$ cat src/rtl/seq_pkg.sv
// rtl/seq_pkg.sv - shared types and helpers for the stage sequencer
//
// Contents:
//   seq_state_t : sequencer state encoding
//   wait_cnt_w  : width of the memory wait counter for a given timeout

package seq_pkg;

   typedef enum logic [2:0] {
      IDLE   = 3'd0,
      FETCH  = 3'd1,
      DECODE = 3'd2,
      EXEC   = 3'd3,
      MEM    = 3'd4,
      WB     = 3'd5,
      ERR    = 3'd6
   } seq_state_t;

   // The counter only has to reach timeout-1, so clog2(timeout) bits suffice.
   // Guarded so a degenerate timeout still yields a legal one-bit counter.
   function automatic int wait_cnt_w(input int timeout);
      return (timeout < 2) ? 1 : $clog2(timeout);
   endfunction

endpackage

$ cat src/rtl/seq_wait_timer.sv
// rtl/seq_wait_timer.sv - wait-cycle counter for outstanding memory requests
//
// Ports:
//   i_clk       : core clock
//   i_reset_n   : asynchronous reset, active low
//   i_clear     : restart the count from zero (state entry)
//   i_count_en  : one more cycle spent waiting for ready
//   o_expired   : count has reached MEM_TIMEOUT-1

module seq_wait_timer
   import seq_pkg::*;
#(
   parameter int MEM_TIMEOUT = 16
) (
   input  logic i_clk,
   input  logic i_reset_n,
   input  logic i_clear,
   input  logic i_count_en,
   output logic o_expired
);

   localparam int             W    = wait_cnt_w(MEM_TIMEOUT);
   localparam logic [W-1:0]   LAST = W'(MEM_TIMEOUT - 1);
   localparam logic [W-1:0]   ONE  = W'(1);

   logic [W-1:0] cnt_q;
   logic [W-1:0] cnt_d;

   // Clear wins over counting; the count saturates at LAST so it can never
   // wrap back to zero if a caller keeps counting after expiry.
   always_comb begin
      cnt_d = cnt_q;
      if (i_clear) begin
         cnt_d = '0;
      end else if (i_count_en && (cnt_q != LAST)) begin
         cnt_d = cnt_q + ONE;
      end
   end

   always_ff @(posedge i_clk or negedge i_reset_n) begin
      if (!i_reset_n) begin
         cnt_q <= '0;
      end else begin
         cnt_q <= cnt_d;
      end
   end

   assign o_expired = (cnt_q == LAST);

endmodule

$ cat src/rtl/stage_sequencer.sv
// rtl/stage_sequencer.sv - multi-cycle one-hot stage enable sequencer
//
// Ports:
//   i_clk, i_reset_n         : clock, asynchronous active-low reset
//   i_run, i_halt            : run/halt level controls, sampled in IDLE and WB
//   i_imem_ready             : instruction word valid (used in FETCH only)
//   i_dmem_ready             : data access complete (used in MEM only)
//   i_memAccess              : instruction is a load/store (used in EXEC only)
//   o_en_if .. o_en_wb       : one-hot stage enables
//   o_imem_req, o_dmem_req   : memory requests, held until ready
//   o_busy                   : any state other than IDLE or ERR
//   o_error                  : memory timeout, held until reset
//   o_instret                : retired-instruction count

module stage_sequencer
   import seq_pkg::*;
#(
   parameter int MEM_TIMEOUT = 16,
   parameter int CNT_W       = 32
) (
   input  logic             i_clk,
   input  logic             i_reset_n,
   input  logic             i_run,
   input  logic             i_halt,
   input  logic             i_imem_ready,
   input  logic             i_dmem_ready,
   input  logic             i_memAccess,
   output logic             o_en_if,
   output logic             o_en_id,
   output logic             o_en_ex,
   output logic             o_en_mem,
   output logic             o_en_wb,
   output logic             o_imem_req,
   output logic             o_dmem_req,
   output logic             o_busy,
   output logic             o_error,
   output logic [CNT_W-1:0] o_instret
);

   localparam logic [CNT_W-1:0] INSTRET_ONE = CNT_W'(1);

   seq_state_t       state_q;
   seq_state_t       state_d;
   logic [CNT_W-1:0] instret_q;
   logic [CNT_W-1:0] instret_d;

   logic             wait_clear;
   logic             wait_count_en;
   logic             wait_expired;

   // ------------------------------------------------------------------
   // Wait counter: restarts on every state change, so each FETCH or MEM
   // visit gets a full MEM_TIMEOUT-cycle budget of its own.
   // ------------------------------------------------------------------
   assign wait_clear = (state_d != state_q);

   seq_wait_timer #(
      .MEM_TIMEOUT (MEM_TIMEOUT)
   ) u_wait_timer (
      .i_clk      (i_clk),
      .i_reset_n  (i_reset_n),
      .i_clear    (wait_clear),
      .i_count_en (wait_count_en),
      .o_expired  (wait_expired)
   );

   // ------------------------------------------------------------------
   // Next state and outputs. Everything except o_en_if / o_en_mem is a
   // pure decode of state_q; those two follow ready combinationally so
   // the stage latches the word in the same cycle it becomes valid.
   // ------------------------------------------------------------------
   always_comb begin
      state_d       = state_q;
      wait_count_en = 1'b0;
      o_en_if       = 1'b0;
      o_en_id       = 1'b0;
      o_en_ex       = 1'b0;
      o_en_mem      = 1'b0;
      o_en_wb       = 1'b0;
      o_imem_req    = 1'b0;
      o_dmem_req    = 1'b0;
      o_error       = 1'b0;

      case (state_q)
         IDLE: begin
            if (i_run && !i_halt) begin
               state_d = FETCH;
            end
         end

         FETCH: begin
            o_imem_req = 1'b1;
            o_en_if    = i_imem_ready;
            if (i_imem_ready) begin
               // Ready on the final permitted cycle still counts as success.
               state_d = DECODE;
            end else begin
               wait_count_en = 1'b1;
               if (wait_expired) begin
                  state_d = ERR;
               end
            end
         end

         DECODE: begin
            o_en_id = 1'b1;
            state_d = EXEC;
         end

         EXEC: begin
            o_en_ex = 1'b1;
            state_d = i_memAccess ? MEM : WB;
         end

         MEM: begin
            o_dmem_req = 1'b1;
            o_en_mem   = i_dmem_ready;
            if (i_dmem_ready) begin
               state_d = WB;
            end else begin
               wait_count_en = 1'b1;
               if (wait_expired) begin
                  state_d = ERR;
               end
            end
         end

         WB: begin
            o_en_wb = 1'b1;
            // Instruction boundary: the only place, besides IDLE, where
            // run/halt are allowed to change the flow.
            state_d = (i_halt || !i_run) ? IDLE : FETCH;
         end

         ERR: begin
            // Terminal until reset.
            o_error = 1'b1;
         end

         default: begin
            state_d = IDLE;
         end
      endcase
   end

   assign o_busy = (state_q != IDLE) && (state_q != ERR);

   // ------------------------------------------------------------------
   // Retired-instruction counter: one increment per WB cycle, wraps.
   // ------------------------------------------------------------------
   always_comb begin
      instret_d = instret_q;
      if (state_q == WB) begin
         instret_d = instret_q + INSTRET_ONE;
      end
   end

   assign o_instret = instret_q;

   always_ff @(posedge i_clk or negedge i_reset_n) begin
      if (!i_reset_n) begin
         state_q   <= IDLE;
         instret_q <= '0;
      end else begin
         state_q   <= state_d;
         instret_q <= instret_d;
      end
   end

endmodule

$ cat config.mk
export PLATFORM = sky130hd
export DESIGN_NAME = stage_sequencer
export DESIGN_NICKNAME = d
export VERILOG_FILES = /design/src/rtl/seq_pkg.sv /design/src/rtl/seq_wait_timer.sv /design/src/rtl/stage_sequencer.sv
export SDC_FILE = /design/constraint.sdc
export NUM_CORES = 1
export LEC_CHECK = 0
export CAP_MARGIN = 10
export CORE_MARGIN = 5
export CORE_UTILIZATION = 49
export DETAILED_ROUTE_END_ITERATION = 8
export HOLD_SLACK_MARGIN = 0.15
export PLACE_DENSITY = 0.86
export SYNTH_ARGS = -nofsm -noshare
export SYNTH_HDL_FRONTEND = slang
export SYNTH_SLANG_ARGS = --single-unit
$ cat constraint.sdc
create_clock -name i_clk -period 1.8 [get_ports i_clk]
set_input_delay 0.18 -clock i_clk [delete_from_list [all_inputs] [get_ports i_clk]]
set_output_delay 0.18 -clock i_clk [all_outputs]
set_load 0.05 [all_outputs]
==> flow_summary.rst, run 1 <==
.. list-table::
   :header-rows: 1

   * - Metric
     - Value
   * - Worst endpoint data arrival time
     - about 1.6 ns
   * - Max H-tree Level
     - 2
   * - Routability-driven placement congestion ratio
     - between 0.8 and 0.9
   * - Sum of buffers and inverters on the critical path
     - 1
   * - Switching fraction of total power
     - a little under two fifths
   * - TritonCTS clock tree
     - done
   * - Initial Util
     - 50.2%
   * - Row cnt
     - 23
   * - Leak
     - approximately 0.0012 µW
   * - Share of power burned in the clock network
     - approximately a fifth
   * - Clock network latency to the later pin of the worst-skew pair
     - 0.28 ns
   * - Combinational group share of total power
     - a little over two fifths
   * - Setup fix buffers added after clock tree synthesis
     - 0
   * - Slew at the pin closest to its max-slew limit
     - ~0.52 ns
   * - Cell at the root of the clock tree
     - sky130_fd_sc_hd__clkbuf_8
   * - I/O pin total
     - 48
   * - Number of distinct library cells after synthesis
     - 30
   * - Setup TNS after final layout
     - 0 ns
   * - Die outline height
     - 73.5 µm
   * - Critical path depth
     - 1
   * - Clock sinks
     - 39
   * - Headroom to the max-slew limit
     - between 60% and 70%
   * - Detailed-route vias per instance
     - between 5 and 6
   * - Synthesized netlist cell count
     - 189
   * - Endpoints failing setup
     - 0
   * - Depth of the worst register-to-register path
     - 4
   * - Period Utilization, post-route
     - 96.1%
   * - Worst hold-check path type
     - flip-flop to flip-flop
   * - Critical path endpoint category
     - output pin
   * - Total Routing Usage GR
     - between 15 and 20%
   * - Router iterations before antenna repair
     - 4
   * - Antenna Cells
     - 0
   * - Total number of nets in the final design
     - approximately 260
   * - WL/cell
     - between 10 and 15 µm
   * - Hold path depth
     - 1
   * - Setup skew after layout
     - ~0.0064 ns
   * - Clock-pin slew of the registers on the worst-case setup and hold paths
     - roughly 0.070 ns
   * - Max Slew Vio Count
     - 0
   * - Initial DRC count
     - 88
   * - Sequential area share after synthesis
     - between 40% and 50%
   * - Syn_nets
     - about 200
   * - Pwr dens
     - between 1000 and 1500 mW/mm²
   * - Post-synthesis to final-layout area growth
     - 39.3%
   * - Area of the core
     - just under 0.004 mm²
   * - Clock Path Buffers
     - 2
   * - Worst-case hold slack
     - 0.473 ns
   * - Number of violations of the max-capacitance limit
     - 0
   * - Final global-route overflow total
     - 0
   * - Mapped cell area
     - around 0.0020 mm²
   * - Yosys reg bits
     - 39
   * - Slowest-stage cell, CP
     - sky130_fd_sc_hd__clkdlybuf4s50_1
   * - Core occupancy in the finished layout
     - 69.9%
   * - Worst-path cell chain
     - clkdlybuf4s50_1
   * - P_sw
     - 1120 µW
   * - Worst Setup Start Kind
     - flip-flop
   * - Count of final hold-check violations
     - 0
   * - Portion of synthesized cell area occupied by the leading cell type
     - approximately 49%
   * - Antenna violations before repair
     - 0
   * - Yosys warning total
     - 0
   * - Vias in the first global route
     - roughly 1500
   * - RSZ-0062 raised after global routing
     - false
   * - Remaining antenna violation count
     - 0
   * - Critical Path RT
     - around 1.6 ns
   * - Synth top area cells
     - sky130_fd_sc_hd__dfrtp_1 (49%), sky130_fd_sc_hd__xnor2_1 (12%), sky130_fd_sc_hd__nand4_1 (5.1%), sky130_fd_sc_hd__xor2_1 (3.5%), sky130_fd_sc_hd__nor2_1 (3.2%)
   * - Worst IR Drop VDD
     - around 0.57 mV
   * - Cell type with the highest aggregate area in the netlist
     - sky130_fd_sc_hd__dfrtp_1
   * - Layout cell share with drive strength beyond 1
     - between 10% and 20%
   * - DRC viols
     - 0
   * - Mean post-synth cell area
     - 10.5 µm²
   * - HPWL reported at the end of detailed placement
     - 3.17 mm
   * - Internal
     - around 1800 µW
   * - Maximum number of pins on one net before global-route repair
     - 40
   * - Wire length of the first global-routing pass
     - a little over 7 mm
   * - Maximum clock frequency
     - just under 0.6 GHz
   * - Sequential group share of total power
     - a little over a third
   * - Die span in x
     - 73.5 µm
   * - Vias after detailed routing
     - roughly 1600
   * - Min Clock Period, post-route
     - 1.73 ns
   * - Family of cells with the greatest summed delay on the critical path
     - buffers and inverters
   * - Buffers added on ports
     - 47
   * - Die area
     - 0.00541 mm²
   * - Status
     - finished, final reports clean
   * - Overall routed net length
     - about 4.2 mm
   * - Inserted Clock Buffers
     - 5
   * - Classification of the worst setup path
     - flip-flop to output pin
   * - CP Max Fanout
     - 6
   * - Crit-path max cell delay
     - 0.85 ns
## placed cells by master, fill, tap and decap left out, drive strengths merged, types with 3 or more instances in the layout
cell type	n
a31oi	3
clkdlybuf4s50	33
nor2	17
nand3	12
and3	7
nand4	16
and4	4
nand2	14
xnor2	26
xor2	8
clkbuf	8
nand2b	4
nor3	5
nor4	3
buf	19
and2	4
o21ai	3
dfrtp	39
inv	5
## registers in the layout, indices dropped and copies added (netlist names)
signal and cells:
state_q 3, o_instret 32, u_wait_timer.cnt_q 4
## kinds of logic (layout without fill, tap and decap cells)
| logic type | after synthesis | after routing | synth area share (%) |
|---|---|---|---|
| AOI/OAI and AO/OA | 15 | 15 | 4.93 |
| xor gates and xnor gates | 34 | 34 | 15.1 |
| adders and majority gates | 2 | 2 | 1.26 |
| buffers and inverters | 9 | 67 | 1.90 |
| DFF | 39 | 39 | 49.3 |
| muxes | 1 | 1 | 0.506 |
| and+or+nand+nor | 89 | 89 | 27.0 |
## cells in the mapped netlist (all sizes together)
cell and n:
xor2 8, o21ai 3, inv 5, nor2 17
o31a 1, nor4 3, mux2i 1, and3 7
buf 1, o211ai 2, nand2 14, a31oi 3
a21boi 1, dfrtp 39, nor3b 2, nand2b 4
nand3 12, a22oi 1, nand3b 1, clkbuf 3
and4 4, ha 2, a21oi 1, nor3 5
nand4 16, o22ai 2, and2 4, xnor2 26
o21bai 1
## path summary, 6_finish.rpt
kind                               startpoint            end  slack, ns
worst min register to register  o_instret[31]  o_instret[31]       0.47
worst max register to register     state_q[1]  o_instret[30]       0.21
max in group asynchronous           i_reset_n  o_instret[11]       0.95
worst max-delay path            o_instret[15]  o_instret[15]       0.07
min in group asynchronous           i_reset_n  o_instret[27]       0.49
worst min-delay path            o_instret[31]  o_instret[31]       0.47
## what timing repair did
action                     CTS  global route
hold endpoints to repair    39             0
hold buffers                 1             0
resized for setup            0             4
setup endpoints to repair    0             4
## metal layers
layer	share of wire, %	track usage [%]	vias to the layer above
met5	0	0	-
met4	0.65	4.02	0
met3	3.5	4.51	2
met2	53	27.4	27
met1	42	22.5	775
li1	-	-	780
## power by group through the flow
stage	clock [µW]	combinational [µW]	sequential (µW)
4_1_cts	647	1280	1050
3_3_place_gp	0	1260	1060
6_report	628	1280	1050
5_1_grt	684	1370	1060
3_5_place_dp	0	1280	1060
2_1_floorplan	0	640	1180
## worst reg2reg max path, cell delays in order, from the launching register on
cell and delay (ns):
sky130_fd_sc_hd__dfrtp_1 0.38, sky130_fd_sc_hd__nand3b_4 0.24, sky130_fd_sc_hd__nor4_4 0.51, sky130_fd_sc_hd__nand4_1 0.19, sky130_fd_sc_hd__xnor2_1 0.17
## area by class of cell
type	count	area (µm²)
inverters	5	18.8
multi-input cells	141	982
well taps	50	62.6
clock buffers	8	100
flip-flops and latches	39	987
fillers	289	1190
repair buffers	54	606
## through the flow
step	instances	area [µm²]	setup WS [ns]	total power [µW]
floorplan	189	2000	0.000521	1820
global placement	288	2630	0.258	2320
detailed placement	288	2630	0.197	2340
CTS	297	2740	0.00526	2980
global route	297	2760	0.00140	3120
finish	297	2760	0.0699	2960
(Power assumes the default switching activity.)
==> inputs of run 2 (changes only) <==
- clock period: 1.8 -> 1.71 ns (I/O delays scaled with it)
==> run 2 against run 1 <==
Worst hold slack lost 0.23 ns. Global-route usage grew 0.59 points. Via count grew 3.4%. Count of clock-buffer cells in the layout shrank 3. Sequential power grew 9%. Flip-flop and latch count is the same. Core utilization grew 0.76 points. Critical path type unchanged. Clock power grew 20%. Critical path depth is the same. Largest power group unchanged. Combinational power grew 9%.
==> flow_summary.rst, run 2 (synthesized netlist as in run 1, its figures left out) <==
.. list-table::
   :header-rows: 1

   * - Metric
     - Value
   * - Status
     - finished, final reports clean
   * - Max H-tree Level
     - 2
   * - Detailed-route vias per instance
     - roughly 5.5
   * - Worst endpoint data arrival time
     - approximately 1.5 ns
   * - PnR Total Power
     - approximately 3300 µW
   * - Crit-path max cell delay
     - roughly 0.82 ns
   * - Family of cells with the greatest summed delay on the critical path
     - buffers and inverters
   * - Setup skew after layout
     - 0.0108 ns
   * - Number of fill cells
     - roughly 280
   * - Worst-path cell chain
     - clkdlybuf4s50_1
   * - Row cnt
     - 23
   * - Post-layout instance area
     - about 0.0028 mm²
   * - Routability-driven placement congestion ratio
     - ~0.8
   * - Worst hold-check path type
     - input pin to asynchronous set/reset pin
   * - Min Clock Period, post-route
     - 1.67 ns
   * - DRC viols
     - 0
   * - Fin cells
     - 300
   * - Leak
     - about 0.0013 µW
   * - Cell at the root of the clock tree
     - sky130_fd_sc_hd__clkbuf_8
   * - Number of violations of the max-capacitance limit
     - 0
   * - Dpl cell area
     - 0.00260 mm²
   * - Wire length of the first global-routing pass
     - 7.36 mm
   * - Overall routed net length
     - roughly 4.4 mm
   * - Leading cell types in the layout, fill and taps excluded
     - sky130_fd_sc_hd__buf_4 (30), sky130_fd_sc_hd__xnor2_1 (26), sky130_fd_sc_hd__dfrtp_1 (20)
   * - I/O pin total
     - 48
   * - Layout cell share with drive strength beyond 1
     - around a third
   * - Worst reg-to-reg setup slack
     - approximately 0.12 ns
   * - Final global-route overflow total
     - 0
   * - Remaining antenna violation count
     - 0
   * - Post-synthesis to final-layout area growth
     - 40.9%
   * - Count of final hold-check violations
     - 0
   * - Total Routing Usage GR
     - around 17%
   * - Max Slew Vio Count
     - 0
   * - Clock-pin slew of the registers on the worst-case setup and hold paths
     - roughly 0.08 ns
   * - Pwr dens
     - around 1200 mW/mm²
   * - Sum of buffers and inverters on the critical path
     - 1
   * - Vias after detailed routing
     - about 1600
   * - Seq. cell area
     - ~1000 µm²
   * - Antenna violations before repair
     - 0
   * - Die span in x
     - 73.5 µm
   * - Classification of the worst setup path
     - flip-flop to output pin
   * - Critical Path RT
     - approximately 1.5 ns
   * - # placed instances
     - roughly 290
   * - Slew at the pin closest to its max-slew limit
     - between 0.5 and 0.6 ns
   * - Vias in the first global route
     - approximately 1600
   * - Headroom to the max-slew limit
     - about two thirds
   * - Critical path endpoint category
     - output pin
   * - Worst Setup Start Kind
     - flip-flop
   * - Router iterations before antenna repair
     - 4
   * - Core occupancy in the finished layout
     - a little over 70%
   * - CP Max Fanout
     - 5
   * - Total number of nets in the final design
     - around 260
   * - Maximum number of pins on one net before global-route repair
     - 33
   * - Clock Path Buffers
     - 2
   * - Number of flip-flops in the largest register
     - 32
   * - Slowest-stage cell, CP
     - sky130_fd_sc_hd__clkdlybuf4s50_1
   * - HPWL reported at the end of detailed placement
     - between 3 and 4 mm
   * - Clock sinks
     - 39
   * - Endpoints failing setup
     - 0
   * - Die area
     - ~0.0054 mm²
   * - Most frequent standard cell in the layout excluding fill and tap cells
     - sky130_fd_sc_hd__buf_4
   * - Initial Util
     - between 50 and 60%
   * - Initial DRC count
     - between 90 and 100
   * - TritonCTS clock tree
     - done
   * - Clock network latency to the later pin of the worst-skew pair
     - a little under 0.3 ns
   * - Buffers added on ports
     - 47
   * - Area taken by multi-input logic gates
     - 996 µm²
   * - Area of the core
     - between 0.003 and 0.004 mm²
   * - Period Utilization, post-route
     - between 90% and 100%
   * - Worst IR Drop VDD
     - roughly 0.7 mV
   * - Inserted Clock Buffers
     - 5
   * - Die outline height
     - 73.5 µm
   * - WL/cell
     - about 15 µm
   * - Antenna Cells
     - 0
   * - Maximum clock frequency
     - 0.598 GHz
==> run 2: path summary, 6_finish.rpt <==
check	cells after the start	to	start
setup / recovery	1	o_instret[1]	o_instret[1]
hold / removal	2	o_instret[22]	i_reset_n
setup reg to reg	6	o_instret[28]	o_instret[0]
hold reg to reg	1	o_instret[31]	o_instret[31]
max in group asynchronous	3	o_instret[2]	i_reset_n
min in group i_clk	1	o_instret[31]	o_instret[31]
==> run 2: what timing repair did <==
action,CTS,global route
setup endpoints to repair,2,17
hold buffers,1,0
gates resized for setup,2,8
cloned,0,0
pin swaps,0,4
endpoints found under the hold margin,39,0
setup buffers,0,2
==> run 2: through the flow <==
stage	setup slack, ns	TNS, ns	hold slack [ns]
6_report	0.0370	0	0.244
2_1_floorplan	0.00452	0	-0.125
3_5_place_dp	0.0382	0	0.0270
3_3_place_gp	0.131	0	0.0226
4_1_cts	0.00794	0	0.236
5_1_grt	-0.0182	-0.0182	0.270
==> run 2: where the power goes <==
part,switching (µW),total [µW],internal (µW)
logic,796,1390,597
clock network,321,755,434
registers,123,1140,1020
total,1240,3290,2050
==> run 2: layout make-up <==
class	count	share of cell area (%)
tap	50	2.25
sequential	39	35.9
timing repair buffer	57	21.4
clock buffer	5	2.47
clock inverter	3	1.57
inverter	5	0.674
multi-input combinational	141	35.7
==> run 2: per-layer routing <==
layer	GRT usage, %	vias up	wire length [µm]
li1	-	786	-
met1	23.0	798	1870
met2	27.9	48	2200
met3	4.24	6	262
met4	6.44	0	76
met5	0	-	0
==> inputs of run 3 (changes only) <==
- MAX_ROUTING_LAYER: unset -> met4
==> run 3 against run 2 <==
Cell count unchanged. Global-route usage increased by 0.54 points. Power about the same. Core utilization unchanged. Critical path type unchanged. Count of clock-buffer cells in the layout unchanged. Clock skew about the same. Via count about the same. Die area unchanged. Critical endpoint unchanged. Sequential power about the same. Cell area unchanged.
==> flow_summary.rst, run 3 (synthesized netlist as in run 1, its figures left out) <==
.. list-table::
   :header-rows: 1

   * - Metric
     - Value
   * - Status
     - finished, final reports clean
   * - Total number of nets in the final design
     - 258
   * - Period Utilization, post-route
     - slightly below 100%
   * - Slowest-stage cell, CP
     - sky130_fd_sc_hd__clkdlybuf4s50_1
   * - Max H-tree Level
     - 2
   * - Area of the core
     - approximately 0.004 mm²
   * - Die span in x
     - 73.5 µm
   * - Family of cells with the greatest summed delay on the critical path
     - buffers and inverters
   * - Depth of the worst register-to-register path
     - 6
   * - Met1 track demand over resource
     - between 20% and 30%
   * - Leak
     - between 0.001 and 0.0015 µW
   * - Worst endpoint data arrival time
     - around 1.5 ns
   * - Critical Path RT
     - 1.54 ns
   * - Cell at the root of the clock tree
     - sky130_fd_sc_hd__clkbuf_8
   * - Maximum clock frequency
     - between 0.5 and 0.6 GHz
   * - Busiest layer in global routing
     - met2
   * - TritonCTS clock tree
     - done
   * - Post-synthesis to final-layout area growth
     - 40.9%
   * - I/O pin total
     - 48
   * - Final global-route overflow total
     - 0
   * - Crit-path max cell delay
     - about 0.82 ns
   * - Number of violations of the max-capacitance limit
     - 0
   * - Die area
     - about 0.0054 mm²
   * - Row cnt
     - 23
   * - Critical path depth
     - 1
   * - Worst IR Drop VDD
     - between 0.6 and 0.7 mV
   * - Clock-pin slew of the registers on the worst-case setup and hold paths
     - approximately 0.08 ns
   * - Min Clock Period, post-route
     - ~1.7 ns
   * - Detailed-route vias per instance
     - about 5.5
   * - GR Layer Usage met2
     - between 20% and 30%
   * - Initial DRC count
     - 100
   * - Antenna violations before repair
     - 0
   * - Total Routing Usage GR
     - between 15 and 20%
   * - Count of final hold-check violations
     - 0
   * - Clock Path Buffers
     - 2
   * - HPWL reported at the end of detailed placement
     - 3.17 mm
   * - Max Slew Vio Count
     - 0
   * - Most frequent standard cell in the layout excluding fill and tap cells
     - sky130_fd_sc_hd__buf_4
   * - Worst reg-to-reg setup slack
     - about 0.12 ns
   * - Critical path endpoint category
     - output pin
   * - Buffers added on ports
     - 47
   * - Inserted Clock Buffers
     - 5
   * - Layout cell share with drive strength beyond 1
     - between 30% and 40%
   * - Maximum number of pins on one net before global-route repair
     - 33
   * - Die outline height
     - 73.5 µm
   * - Sum of buffers and inverters on the critical path
     - 1
   * - Pwr dens
     - between 1000 and 1500 mW/mm²
   * - Placement Setup Slack
     - between 0.03 and 0.04 ns
   * - Initial Util
     - 50.2%
   * - Worst-path cell chain
     - clkdlybuf4s50_1
   * - Router iterations before antenna repair
     - 4
   * - Setup slack of the critical path after layout
     - between 0.03 and 0.04 ns
   * - Slew at the pin closest to its max-slew limit
     - 0.501 ns
   * - Vias in the first global route
     - about 1600
   * - Capture point of the worst reg-to-reg path
     - o_instret[28]
   * - Routability-driven placement congestion ratio
     - 0.816
   * - WL/cell
     - roughly 15 µm
   * - Clock sinks
     - 39
   * - Worst flop-to-flop path startpoint
     - o_instret[0]
   * - Remaining antenna violation count
     - 0
   * - Clock network latency to the later pin of the worst-skew pair
     - around 0.29 ns
   * - Classification of the worst setup path
     - flip-flop to output pin
   * - Number of flip-flops in the largest register
     - 32
   * - Setup skew after layout
     - about 0.011 ns
   * - Leading cell types in the layout, fill and taps excluded
     - sky130_fd_sc_hd__buf_4 (30), sky130_fd_sc_hd__xnor2_1 (26), sky130_fd_sc_hd__dfrtp_1 (20)
   * - Worst hold-check path type
     - input pin to asynchronous set/reset pin
   * - DRC viols
     - 0
   * - Antenna Cells
     - 0
   * - Setup TNS after final layout
     - 0 ns
   * - CP Max Fanout
     - 5
   * - Met3 Usage GRT
     - under 10%
   * - Worst Setup Start Kind
     - flip-flop
   * - Endpoints failing setup
     - 0
   * - Overall routed net length
     - between 4 and 5 mm
   * - Headroom to the max-slew limit
     - between 60% and 70%
   * - Vias after detailed routing
     - 1637
   * - Wire length of the first global-routing pass
     - 7.37 mm
==> run 3: worst register-to-register path: cells and delay by family, from the launching register on <==
family	cells	cell delay [ns]
AND/OR/NAND/NOR	3	0.51
buffers and inverters	1	0.16
XOR/XNOR	1	0.21
adder cells (fa/ha/maj)	1	0.22
flip-flops	1	0.41
==> run 3: where the power goes <==
group,switching [µW],total (µW),internal [µW]
registers,123,1140,1020
logic,796,1390,597
clock network,321,755,434
==> run 3: worst max path at each step <==
stage / start / to / slack [ns]
3_5_place_dp: state_q[2] / o_instret[28] / 0.04
2_1_floorplan: state_q[1] / o_busy / 0.005
4_1_cts: state_q[1] / o_en_if / 0.008
6_report: o_instret[1] / o_instret[1] / 0.04
5_1_grt: o_instret[0] / o_instret[28] / -0.02
3_3_place_gp: i_dmem_ready / u_wait_timer.cnt_q[1] / 0.13
==> run 3: cell type report <==
type,instances,area (µm²)
Multi-Input combinational cell,141,996
Inverter,5,18.8
Clock buffer,5,68.8
Tap cell,50,62.6
Fill cell,279,1160
Clock inverter,3,43.8
Timing Repair Buffer,57,597
Sequential cell,39,1000
==> run 3: timing repair <==
action | in CTS | in global routing
hold endpoints to repair | 39 | 0
hold buffers | 1 | 0
buffers inserted | 0 | 2
resized for setup | 2 | 8
pin swaps | 0 | 4
endpoints found under the setup margin | 2 | 17
==> run 3: per-stage QoR <==
step | total power [µW] | hold slack [ns] | utilization [%] | cells | cell area, µm²
after floorplan | 1920 | -0.125 | - | 189 | 2010
after global placement | 2460 | 0.0226 | 66.0 | 289 | 2600
after detailed placement | 2480 | 0.0270 | 66.0 | 289 | 2600
after CTS | 3240 | 0.236 | 69.2 | 298 | 2730
after global routing | 3440 | 0.270 | 70.7 | 300 | 2790
final | 3290 | 0.244 | 70.7 | 300 | 2790
==> run 3: metal layers <==
layer	vias to the layer above	routed length, µm
li1	786	-
met1	797	1870
met2	48	2220
met3	6	252
met4	0	65
met5	-	0
